$ cat config.mk
export PLATFORM = sky130hd
export DESIGN_NAME = baud_gen_prog_flat
export DESIGN_NICKNAME = d
export VERILOG_FILES = /design/src/rtl/baud_pkg.sv /design/src/rtl/baud_gen_prog_if.sv /design/src/rtl/baud_prescaler.sv /design/src/rtl/baud_gen_prog.sv /design/src/flat_wrapper.sv
export SDC_FILE = /design/constraint.sdc
export NUM_CORES = 1
export LEC_CHECK = 0
export ABC_AREA = 1
export CORE_UTILIZATION = 35
export DETAILED_ROUTE_END_ITERATION = 10
export PLACE_DENSITY = 0.56
export SYNTH_ARGS = -nofsm -noshare
export SYNTH_HDL_FRONTEND = slang
export SYNTH_SLANG_ARGS = --single-unit
$ cat constraint.sdc
create_clock -name clk_50m -period 2.1 [get_ports clk_50m]
set_input_delay 0.525 -clock clk_50m [delete_from_list [all_inputs] [get_ports clk_50m]]
set_output_delay 0.525 -clock clk_50m [all_outputs]
set_load 0.01 [all_outputs]
$ cat src/rtl/baud_pkg.sv
// Shared widths, divisor record and elaboration-time helpers for the programmable baud generator.
// BAUD_FRAC_EN enables the fractional divisor; without it every divisor has a zero frac field.
package baud_pkg;

    localparam int BAUD_DIV_W  = 12;
    localparam int BAUD_FRAC_W = 4;

`ifdef BAUD_FRAC_EN
    localparam bit FRAC_ON = 1'b1;
`else
    localparam bit FRAC_ON = 1'b0;
`endif

    typedef struct packed {
        logic [BAUD_DIV_W-1:0]  ip;
        logic [BAUD_FRAC_W-1:0] fp;
    } div_t;

    function automatic bit os_legal(int os);
        return (os >= 4) && (os <= 32);
    endfunction

    // Base-tick divisor rounded to the nearest 1/2^FRAC_W clock (or whole clock without fractions).
    function automatic div_t reset_div(longint clk_hz, longint baud, longint os);
        longint den;
        longint r;
        div_t   d;
        den = baud * os;
        if (FRAC_ON) begin
            r    = ((clk_hz << BAUD_FRAC_W) + den / 2) / den;
            d.ip = BAUD_DIV_W'(r >> BAUD_FRAC_W);
            d.fp = BAUD_FRAC_W'(r);
        end else begin
            r    = (clk_hz + den / 2) / den;
            d.ip = BAUD_DIV_W'(r);
            d.fp = '0;
        end
        return d;
    endfunction

endpackage

$ cat src/rtl/baud_gen_prog_if.sv
// Control/enable bundle between the UART register block, the baud generator and the Tx/Rx engines.
interface baud_gen_prog_if #(
    parameter int DIV_W  = baud_pkg::BAUD_DIV_W,
    parameter int FRAC_W = baud_pkg::BAUD_FRAC_W
);
    logic                    rx_allowed;
    logic                    rx_resync;
    logic                    tx_enable;
    logic [DIV_W-1:0]        div_int;
    logic [FRAC_W-1:0]       div_frac;
    logic                    div_load;
    logic                    rxclk_en;
    logic                    txclk_en;
    logic                    div_pending;
    logic [DIV_W+FRAC_W-1:0] div_active;

    modport master (
        output rx_allowed, rx_resync, tx_enable, div_int, div_frac, div_load,
        input  rxclk_en, txclk_en, div_pending, div_active
    );

    modport slave (
        input  rx_allowed, rx_resync, tx_enable, div_int, div_frac, div_load,
        output rxclk_en, txclk_en, div_pending, div_active
    );
endinterface

$ cat src/rtl/baud_prescaler.sv
// Down-counting base-tick prescaler with optional fractional carry (BAUD_FRAC_EN).
// fire is the combinational reload condition; tick is its registered one-cycle pulse.
module baud_prescaler import baud_pkg::*; #(
    parameter int DIV_W  = BAUD_DIV_W,
    parameter int FRAC_W = BAUD_FRAC_W
) (
    input  logic              clk_50m,
    input  logic              rst_n,
    input  logic              hold,
    input  logic              restart,
    input  logic [DIV_W-1:0]  div_int,
    input  logic [FRAC_W-1:0] div_frac,
    output logic              fire,
    output logic              tick
);
    logic [DIV_W-1:0] cnt;
    logic             carry;

    assign fire = !hold && !restart && (cnt == '0);

    // Reload to P-1 where P = div_int + carry.
    always_ff @(posedge clk_50m or negedge rst_n) begin
        if (!rst_n) begin
            cnt  <= '0;
            tick <= 1'b0;
        end else begin
            tick <= fire;
            if (hold)         cnt <= '0;
            else if (restart) cnt <= div_int - DIV_W'(1);
            else if (fire)    cnt <= carry ? div_int : div_int - DIV_W'(1);
            else              cnt <= cnt - DIV_W'(1);
        end
    end

`ifdef BAUD_FRAC_EN
    logic [FRAC_W-1:0] acc;
    logic [FRAC_W:0]   sum;

    assign sum   = {1'b0, acc} + {1'b0, div_frac};
    assign carry = sum[FRAC_W];

    always_ff @(posedge clk_50m or negedge rst_n) begin
        if (!rst_n)                acc <= '0;
        else if (hold || restart)  acc <= '0;
        else if (fire)             acc <= sum[FRAC_W-1:0];
    end
`else
    logic unused_frac;
    assign unused_frac = ^div_frac;
    assign carry       = 1'b0;
`endif

endmodule

$ cat src/rtl/baud_gen_prog.sv
// Programmable UART baud generator: Tx bit enable and Rx oversample enable from one runtime divisor.
// Fractional divisor support is compiled in with BAUD_FRAC_EN.
module baud_gen_prog import baud_pkg::*; #(
    parameter int CLK_HZ       = 50000000,
    parameter int DEFAULT_BAUD = 115200,
    parameter int OVERSAMPLE   = 16,
    parameter int DIV_W        = BAUD_DIV_W,
    parameter int FRAC_W       = BAUD_FRAC_W
) (
    input  logic           clk_50m,
    input  logic           rst_n,
    baud_gen_prog_if.slave bif
);
    localparam int   SUB_W   = $clog2(OVERSAMPLE);
    localparam div_t DIV_RST = reset_div(CLK_HZ, DEFAULT_BAUD, OVERSAMPLE);

    if (!os_legal(OVERSAMPLE) || DIV_W != BAUD_DIV_W || FRAC_W != BAUD_FRAC_W) begin : g_bad_cfg
        $error("baud_gen_prog: OVERSAMPLE must be 4..32 and divisor widths must match baud_pkg");
    end

    div_t             div_act, div_pend, div_use, div_cap;
    logic             pending, apply;
    logic             tx_fire, tx_tick, tx_bit_q;
    logic             rx_fire, rx_tick;
    logic [SUB_W-1:0] sub;

    always_comb begin
        div_cap.ip = (bif.div_int < DIV_W'(2)) ? DIV_W'(2) : bif.div_int;
        div_cap.fp = FRAC_ON ? bif.div_frac : '0;
    end

    // New divisor takes effect on the reload that starts a Tx bit, so both prescalers see it at once.
    assign apply   = pending && ((tx_fire && sub == '0) || !bif.tx_enable);
    assign div_use = apply ? div_pend : div_act;

    always_ff @(posedge clk_50m or negedge rst_n) begin
        if (!rst_n) begin
            div_act  <= DIV_RST;
            div_pend <= DIV_RST;
            pending  <= 1'b0;
        end else begin
            if (apply) div_act <= div_pend;
            if (bif.div_load) begin
                div_pend <= div_cap;
                pending  <= 1'b1;
            end else if (apply) begin
                pending  <= 1'b0;
            end
        end
    end

    always_ff @(posedge clk_50m or negedge rst_n) begin
        if (!rst_n) begin
            sub      <= '0;
            tx_bit_q <= 1'b0;
        end else if (!bif.tx_enable) begin
            sub      <= '0;
            tx_bit_q <= 1'b0;
        end else if (tx_fire) begin
            tx_bit_q <= (sub == '0);
            sub      <= (sub == SUB_W'(OVERSAMPLE - 1)) ? '0 : sub + SUB_W'(1);
        end
    end

    baud_prescaler #(.DIV_W(DIV_W), .FRAC_W(FRAC_W)) u_tx_pre (
        .clk_50m  (clk_50m),
        .rst_n    (rst_n),
        .hold     (!bif.tx_enable),
        .restart  (1'b0),
        .div_int  (div_use.ip),
        .div_frac (div_use.fp),
        .fire     (tx_fire),
        .tick     (tx_tick)
    );

    baud_prescaler #(.DIV_W(DIV_W), .FRAC_W(FRAC_W)) u_rx_pre (
        .clk_50m  (clk_50m),
        .rst_n    (rst_n),
        .hold     (1'b0),
        .restart  (bif.rx_resync || apply),
        .div_int  (div_use.ip),
        .div_frac (div_use.fp),
        .fire     (rx_fire),
        .tick     (rx_tick)
    );

    logic unused_rx_fire;
    assign unused_rx_fire = rx_fire;

    assign bif.rxclk_en    = rx_tick & bif.rx_allowed;
    assign bif.txclk_en    = tx_tick & tx_bit_q;
    assign bif.div_pending = pending;
    assign bif.div_active  = div_act;

endmodule

$ cat src/flat_wrapper.sv
// flat-port wrapper written by rule: the top's interface ports become plain ports
module baud_gen_prog_flat import baud_pkg::*;
#(
    parameter int CLK_HZ       = 50000000,
    parameter int DEFAULT_BAUD = 115200,
    parameter int OVERSAMPLE   = 16,
    parameter int DIV_W        = BAUD_DIV_W,
    parameter int FRAC_W       = BAUD_FRAC_W
)
  (clk_50m, rst_n, bif_rx_allowed, bif_rx_resync, bif_tx_enable, bif_div_int, bif_div_frac, bif_div_load, bif_rxclk_en, bif_txclk_en, bif_div_pending, bif_div_active);
  baud_gen_prog_if #(.DIV_W(DIV_W), .FRAC_W(FRAC_W)) bif_i ();
  input  logic clk_50m;
  input  logic rst_n;
  input wire logic [$bits(bif_i.rx_allowed)-1:0] bif_rx_allowed;
  input wire logic [$bits(bif_i.rx_resync)-1:0] bif_rx_resync;
  input wire logic [$bits(bif_i.tx_enable)-1:0] bif_tx_enable;
  input wire logic [$bits(bif_i.div_int)-1:0] bif_div_int;
  input wire logic [$bits(bif_i.div_frac)-1:0] bif_div_frac;
  input wire logic [$bits(bif_i.div_load)-1:0] bif_div_load;
  output wire logic [$bits(bif_i.rxclk_en)-1:0] bif_rxclk_en;
  output wire logic [$bits(bif_i.txclk_en)-1:0] bif_txclk_en;
  output wire logic [$bits(bif_i.div_pending)-1:0] bif_div_pending;
  output wire logic [$bits(bif_i.div_active)-1:0] bif_div_active;
  assign bif_i.rx_allowed = bif_rx_allowed;
  assign bif_i.rx_resync = bif_rx_resync;
  assign bif_i.tx_enable = bif_tx_enable;
  assign bif_i.div_int = bif_div_int;
  assign bif_i.div_frac = bif_div_frac;
  assign bif_i.div_load = bif_div_load;
  assign bif_rxclk_en = bif_i.rxclk_en;
  assign bif_txclk_en = bif_i.txclk_en;
  assign bif_div_pending = bif_i.div_pending;
  assign bif_div_active = bif_i.div_active;
  baud_gen_prog #(.CLK_HZ(CLK_HZ), .DEFAULT_BAUD(DEFAULT_BAUD), .OVERSAMPLE(OVERSAMPLE), .DIV_W(DIV_W), .FRAC_W(FRAC_W)) u_core (.clk_50m(clk_50m), .rst_n(rst_n), .bif(bif_i));
endmodule
# After elaboration in Yosys (flattened, before gate mapping)
# Cells that the tools add are included.
# classes
add_sub_neg,4
n_mul,0
div,0
order_cmp,1
eq_ne,2
shift,0
muxes,13
bitwise,2
n_reduce_logical,12
# op_table
operator,count
2-to-1 mux 12 bit,5
subtractor 12 x 1 -> 12 bit (second input constant),3
zero test 12 bit,2
2-to-1 mux 16 bit,1
< comparator 12 x 2 -> 1 bit (second input constant),1
2-to-1 mux 4 bit,3
adder 4 x 1 -> 4 bit (second input constant),1
equality test 4 bit (second input constant),1
logical AND 1 bit,4
zero test 4 bit,1
2-to-1 mux 1 bit,4
bitwise AND 1 bit,2
zero test 1 bit,2
logical OR 1 bit,2
!= test 2 x 1 -> 1 bit (second input constant),1
nonzero test 2 bit,1
# word_totals
register_bits,56
latchBits,0
ram_bits,0
rom_bits,0
inputBits,22
out_inout_bits,19
wordCells,43
mem_count,0

# Longest topological paths before layout
# logic_depth
ltp_word,10
ltp_mapped,18
mapped_depth_nobuf,18

# Cells and area by module
# From an unflattened synthesis, not the netlist that was laid out.
# hier_totals
hier_cells,517
hier_area_um2,3617.2
# modules_own_cells
mod,n_inst,cells_per_inst,area_per_inst_um2
baud_prescaler,2,172,1068.5
baud_gen_prog,1,173,1480.2

# Worst setup path before layout
# OpenSTA, ideal clock, no wires.
# synth_timing
kind,reg2reg
from,register u_core.u_tx_pre.cnt[0]
to,register u_core.u_tx_pre.cnt[10]
setup_time_ns,0.113
arrival_ns,2.050
required_time_ns,1.987
setup_slack_ns,-0.063
path_stages_with_launch,18
synth_period_minus_slack_ns,2.163
path_cell_list,dfrtp_1 inv_1 ha_1 nand2_2 nor2_2 nand2_2 o21bai_4 buf_6 nand3b_2 nand2_2 ha_1 nand3_2 nor2_4 nand3_1 nand2_1 nand2_1 nand2_1 inv_1
# synth_via
elab_chain_cells,9
word_cells_on_any_way,10
classes_between,2 x add/sub; 3 x mux; 5 x reduce/logical
# synth_lines
element,line_no,rtl
from (decl),baud_prescaler.sv:16,logic [DIV_W-1:0] cnt;
from (signal assigned),baud_prescaler.sv:29,else if (restart) cnt <= div_int - DIV_W'(1);
from (signal assigned),baud_prescaler.sv:30,else if (fire) cnt <= carry ? div_int : div_int - DIV_W'(1);
from (signal assigned),baud_prescaler.sv:31,else cnt <= cnt - DIV_W'(1);
zero test 12 bit,baud_prescaler.sv:19,assign fire = !hold && !restart && (cnt == '0);
logical AND 1 bit,baud_prescaler.sv:19,
logical AND 1 bit,baud_gen_prog.sv:33,assign apply = pending && ((tx_fire && sub == '0) || !bif.tx_enable);
logical OR 1 bit,baud_gen_prog.sv:33,
logical AND 1 bit,baud_gen_prog.sv:33,
2-to-1 mux 16 bit,--,
subtractor 12 x 1 -> 12 bit,baud_prescaler.sv:30,
2-to-1 mux 12 bit (*),baud_prescaler.sv:30,
2-to-1 mux 12 bit (*),baud_prescaler.sv:28,if (hold) cnt <= '0;
# Every way passes the cells marked *; elsewhere a longest branch is shown, timed or not.
# A chain may end at the register's enable or synchronous reset.

# Worst setup path after layout
# layout_timing
from,register u_core.u_tx_pre.cnt[0]
to,register u_core.u_tx_pre.cnt[5]
# Same word-level chain as after synthesis.

==> flow_summary.ini <==
[sta]
max_slew_margin = 0.650
worst_hold_slack_ns = 0.170
hold_viol_final = 0
setup-violations-final = 20
fin_skew_ns = 0.00983
worstMarginPinSlew_ns = 0.525
period_minus_slack_ns = 2.26
worst_slack_ns = -0.157
fmax_ghz = 0.443
rsz0062_at_grt = true
min_period_over_period = 1.07
tns_ns = -1.50
drv_slew = 0

[cells_and_area]
synthToLayoutAreaGrowth_pct = 42.1
drive_gt1_frac = 0.335
num-nets-final = 538
diodes = 0
finalNonFillerCells = 619

[floorplan]
ios = 41
dieArea_um2 = 9580
rows = 34
start_util = 0.365
die_w_um = 97.9
die_h_um = 97.9
coreArea_um2 = 8810

[setup_path]
start_kind = flop
crit_path_cell_trace = inv_2 > ha_4 > nand2_4 > nor2_4 > nand2_2 > o21bai_4 > nand2_4 > buf_6 > o21ai_4 > buf_4 > buf_6 > xor2_1 > buf_4 > nand2_1 > nand2_1 > inv_1
cp_max_fo = 5
r2r-start = u_core.u_tx_pre.cnt[0]$_DFF_PN0_
critPathMaxStageDelay_ns = 0.41
worstPathArrival_ns = 2.49
cp.required_ns = 2.33
worstSetupStartpoint = u_core.u_tx_pre.cnt[0]$_DFF_PN0_
cp-end-kind = flop
path_class = reg -> reg
crit_path_top_delay_cell = dfrtp_1

[power_and_ir_drop]
switching_share = 0.407
switchingPower_mw = 2.41
vdd_drop_max_mv = 0.696
pwr-share-seq = 0.290
total_power_mw = 5.92
powerDensity_nw_per_um2 = 1300
combPwrFrac = 0.598
clkPwrFrac = 0.111
p_int_mw = 3.51
p_leak_nw = 2.29

[global_route]
grt_max_degree = 36
grt_pass1_wl_um = 13200
gr-total-overflow = 0
grt_pass1_vias = 2780
antenna_found_initial = 0
grt_use_total = 0.171

[run]
drv_cap = 0

[synthesis]
synth.top_cell.area_share = 0.373
synth_top_area_cell = dfrtp_1
yosysUniqueCellTypes = 39
synthTopCellsByArea = dfrtp_1, nand2_1, inv_1
yosysWarnings = 0
ys_ff_latch = 56
ys_seq_area_frac = 0.439
synthCells = 396
synth_edf_count = 0
synthArstFlopShare = 1.00
synth_ff_type = dfrtp_1
synth_commonest_cells = nand2_1, inv_1, dfrtp_1
netlist_area_um2 = 3220
syn_area_per_cell_um2 = 8.13
yosysMostFrequentCell = nand2_1

[hold_path]
worst_hold_path_type = in -> async

[clocking]
tritoncts = yes
clock_latency_ns = 0.32
cts_buffer_depth = 2
cts_root_buffer = clkbuf_8
cts_buffers = 5
cts_hold_buf = 0
htree_levels = 2
clkTransAtPathRegs_ns = 0.11
cts_sinks = 56

[place]
dpl.hpwl_um = 5750
placed_cells = 598
port_buffers = 32
gp_congestion = 0.872

[drt]
wl_per_cell_um = 12.2
ant_nets = 0
drc = 1
first_pass_iters = 7
drt_wl_total_um = 7560
initialDrtViolationCount = 83
vias_per_cell = 4.52
vias = 2798

[run_status]
status = complete, but fails checks
violations = DRC, setup timing
[final cells by class]
cell class | count | area [µm²]
Clock buffer | 6 | 82.6
Multi-Input combinational cell | 257 | 1670
Fill cell | 833 | 4230
Clock inverter | 2 | 17.5
Inverter | 75 | 282
Sequential cell | 56 | 1410
Timing Repair Buffer | 115 | 977
Tap cell | 108 | 135
[kinds of logic after synthesis]
family                   share of synthesized area
other                                      0.00117
multiplexers                               0.00661
XOR/XNOR                                    0.0572
buffers and inverters                        0.111
flip-flops                                   0.439
AND/OR/NAND/NOR                              0.276
AO/OA/AOI/OAI                               0.0863
adder cells (fa/ha/maj)                     0.0233
[layout by cell type, fill, tap and decap left out, types with 3 or more instances in the layout]
| cell | instances |
|---|---|
| nand2_2 | 13 |
| o21ai_1 | 8 |
| xor2_1 | 9 |
| o22ai_1 | 4 |
| o21ai_0 | 20 |
| inv_2 | 8 |
| ha_1 | 4 |
| nand4_1 | 3 |
| nor2_4 | 8 |
| nor2_2 | 4 |
| nand2_4 | 9 |
| buf_4 | 77 |
| nand3_1 | 18 |
| conb_1 | 4 |
| nor3_1 | 7 |
| nand2_1 | 80 |
| nand3_2 | 10 |
| xor2_2 | 3 |
| clkdlybuf4s50_1 | 30 |
| clkbuf_8 | 6 |
| xnor2_1 | 8 |
| buf_6 | 4 |
| dfstp_2 | 8 |
| inv_1 | 67 |
| dfrtp_1 | 47 |
| nor2_1 | 16 |
| a31oi_1 | 3 |
| nor4_1 | 5 |
[routing by layer]
layer	share of wire	vias to the layer above	GRT usage
li1	-	1457	-
met1	0.47	1300	0.226
met2	0.49	36	0.296
met3	0.027	5	0.0272
met4	0.0098	0	0.0385
met5	0	-	0
[what timing repair did]
item                                    4_1_cts  5_1_grt
endpoints found under the setup margin       22       23
cloned                                        0        0
hold endpoints to repair                      0        0
pin swaps                                    20       18
resized for setup                            27       23
setup buffers                                 7        7
[power by group through the flow]
stage               registers [mW]  logic, mW  clock network [mW]
floorplan                     1.76       1.65                   0
global placement              1.72       3.06                   0
detailed placement            1.73       3.09                   0
CTS                           1.72       3.33               0.683
global route                  1.77       3.93               0.716
finish                        1.72       3.54               0.659
[flip-flops by register name, summed over array words and instances, names as in the netlist]
signal                  cells
u_core.tx_bit_q             1
u_core.u_rx_pre.tick        1
u_core.u_rx_pre.cnt        12
u_core.sub                  4
u_core.u_tx_pre.tick        1
u_core.bif.div_pending      1
u_core.div_pend            12
u_core.bif.div_active      12
u_core.u_tx_pre.cnt        12
[worst max-delay path, delay by kind of cell (launching register included)]
family,cells,cell delay (ns)
DFF,1,0.41
and+or+nand+nor,6,0.43
xor gates and xnor gates,1,0.12
AOI/OAI and AO/OA,2,0.41
adders and majority gates,1,0.15
buffers and inverters,6,0.63
[metrics by stage]
step / utilization / instance area [µm²] / setup slack, ns
after global routing: 0.519 / 4570 / -0.277
after CTS: 0.502 / 4420 / -0.176
final: 0.519 / 4570 / -0.157
after floorplan: - / 3250 / 0.000288
after global placement: 0.474 / 4180 / -0.372
after detailed placement: 0.474 / 4180 / -0.397
[worst paths after layout]
kind / depth (start not counted) / end / slack (ns)
worst max-delay path: 16 / u_core.u_tx_pre.cnt[5]$_DFF_PN0_ / -0.16
min in group clk_50m: 2 / u_core.tx_bit_q$_DFFE_PN0P_ / 0.52
worst min-delay path: 1 / u_core.div_pend[6]$_DFFE_PN0P_ / 0.17
worst min register to register: 2 / u_core.tx_bit_q$_DFFE_PN0P_ / 0.52
worst max register to register: 16 / u_core.u_tx_pre.cnt[5]$_DFF_PN0_ / -0.16
max in group asynchronous: 2 / u_core.u_rx_pre.cnt[10]$_DFF_PN0_ / 1.36
Power figures use the tool's default switching activity.
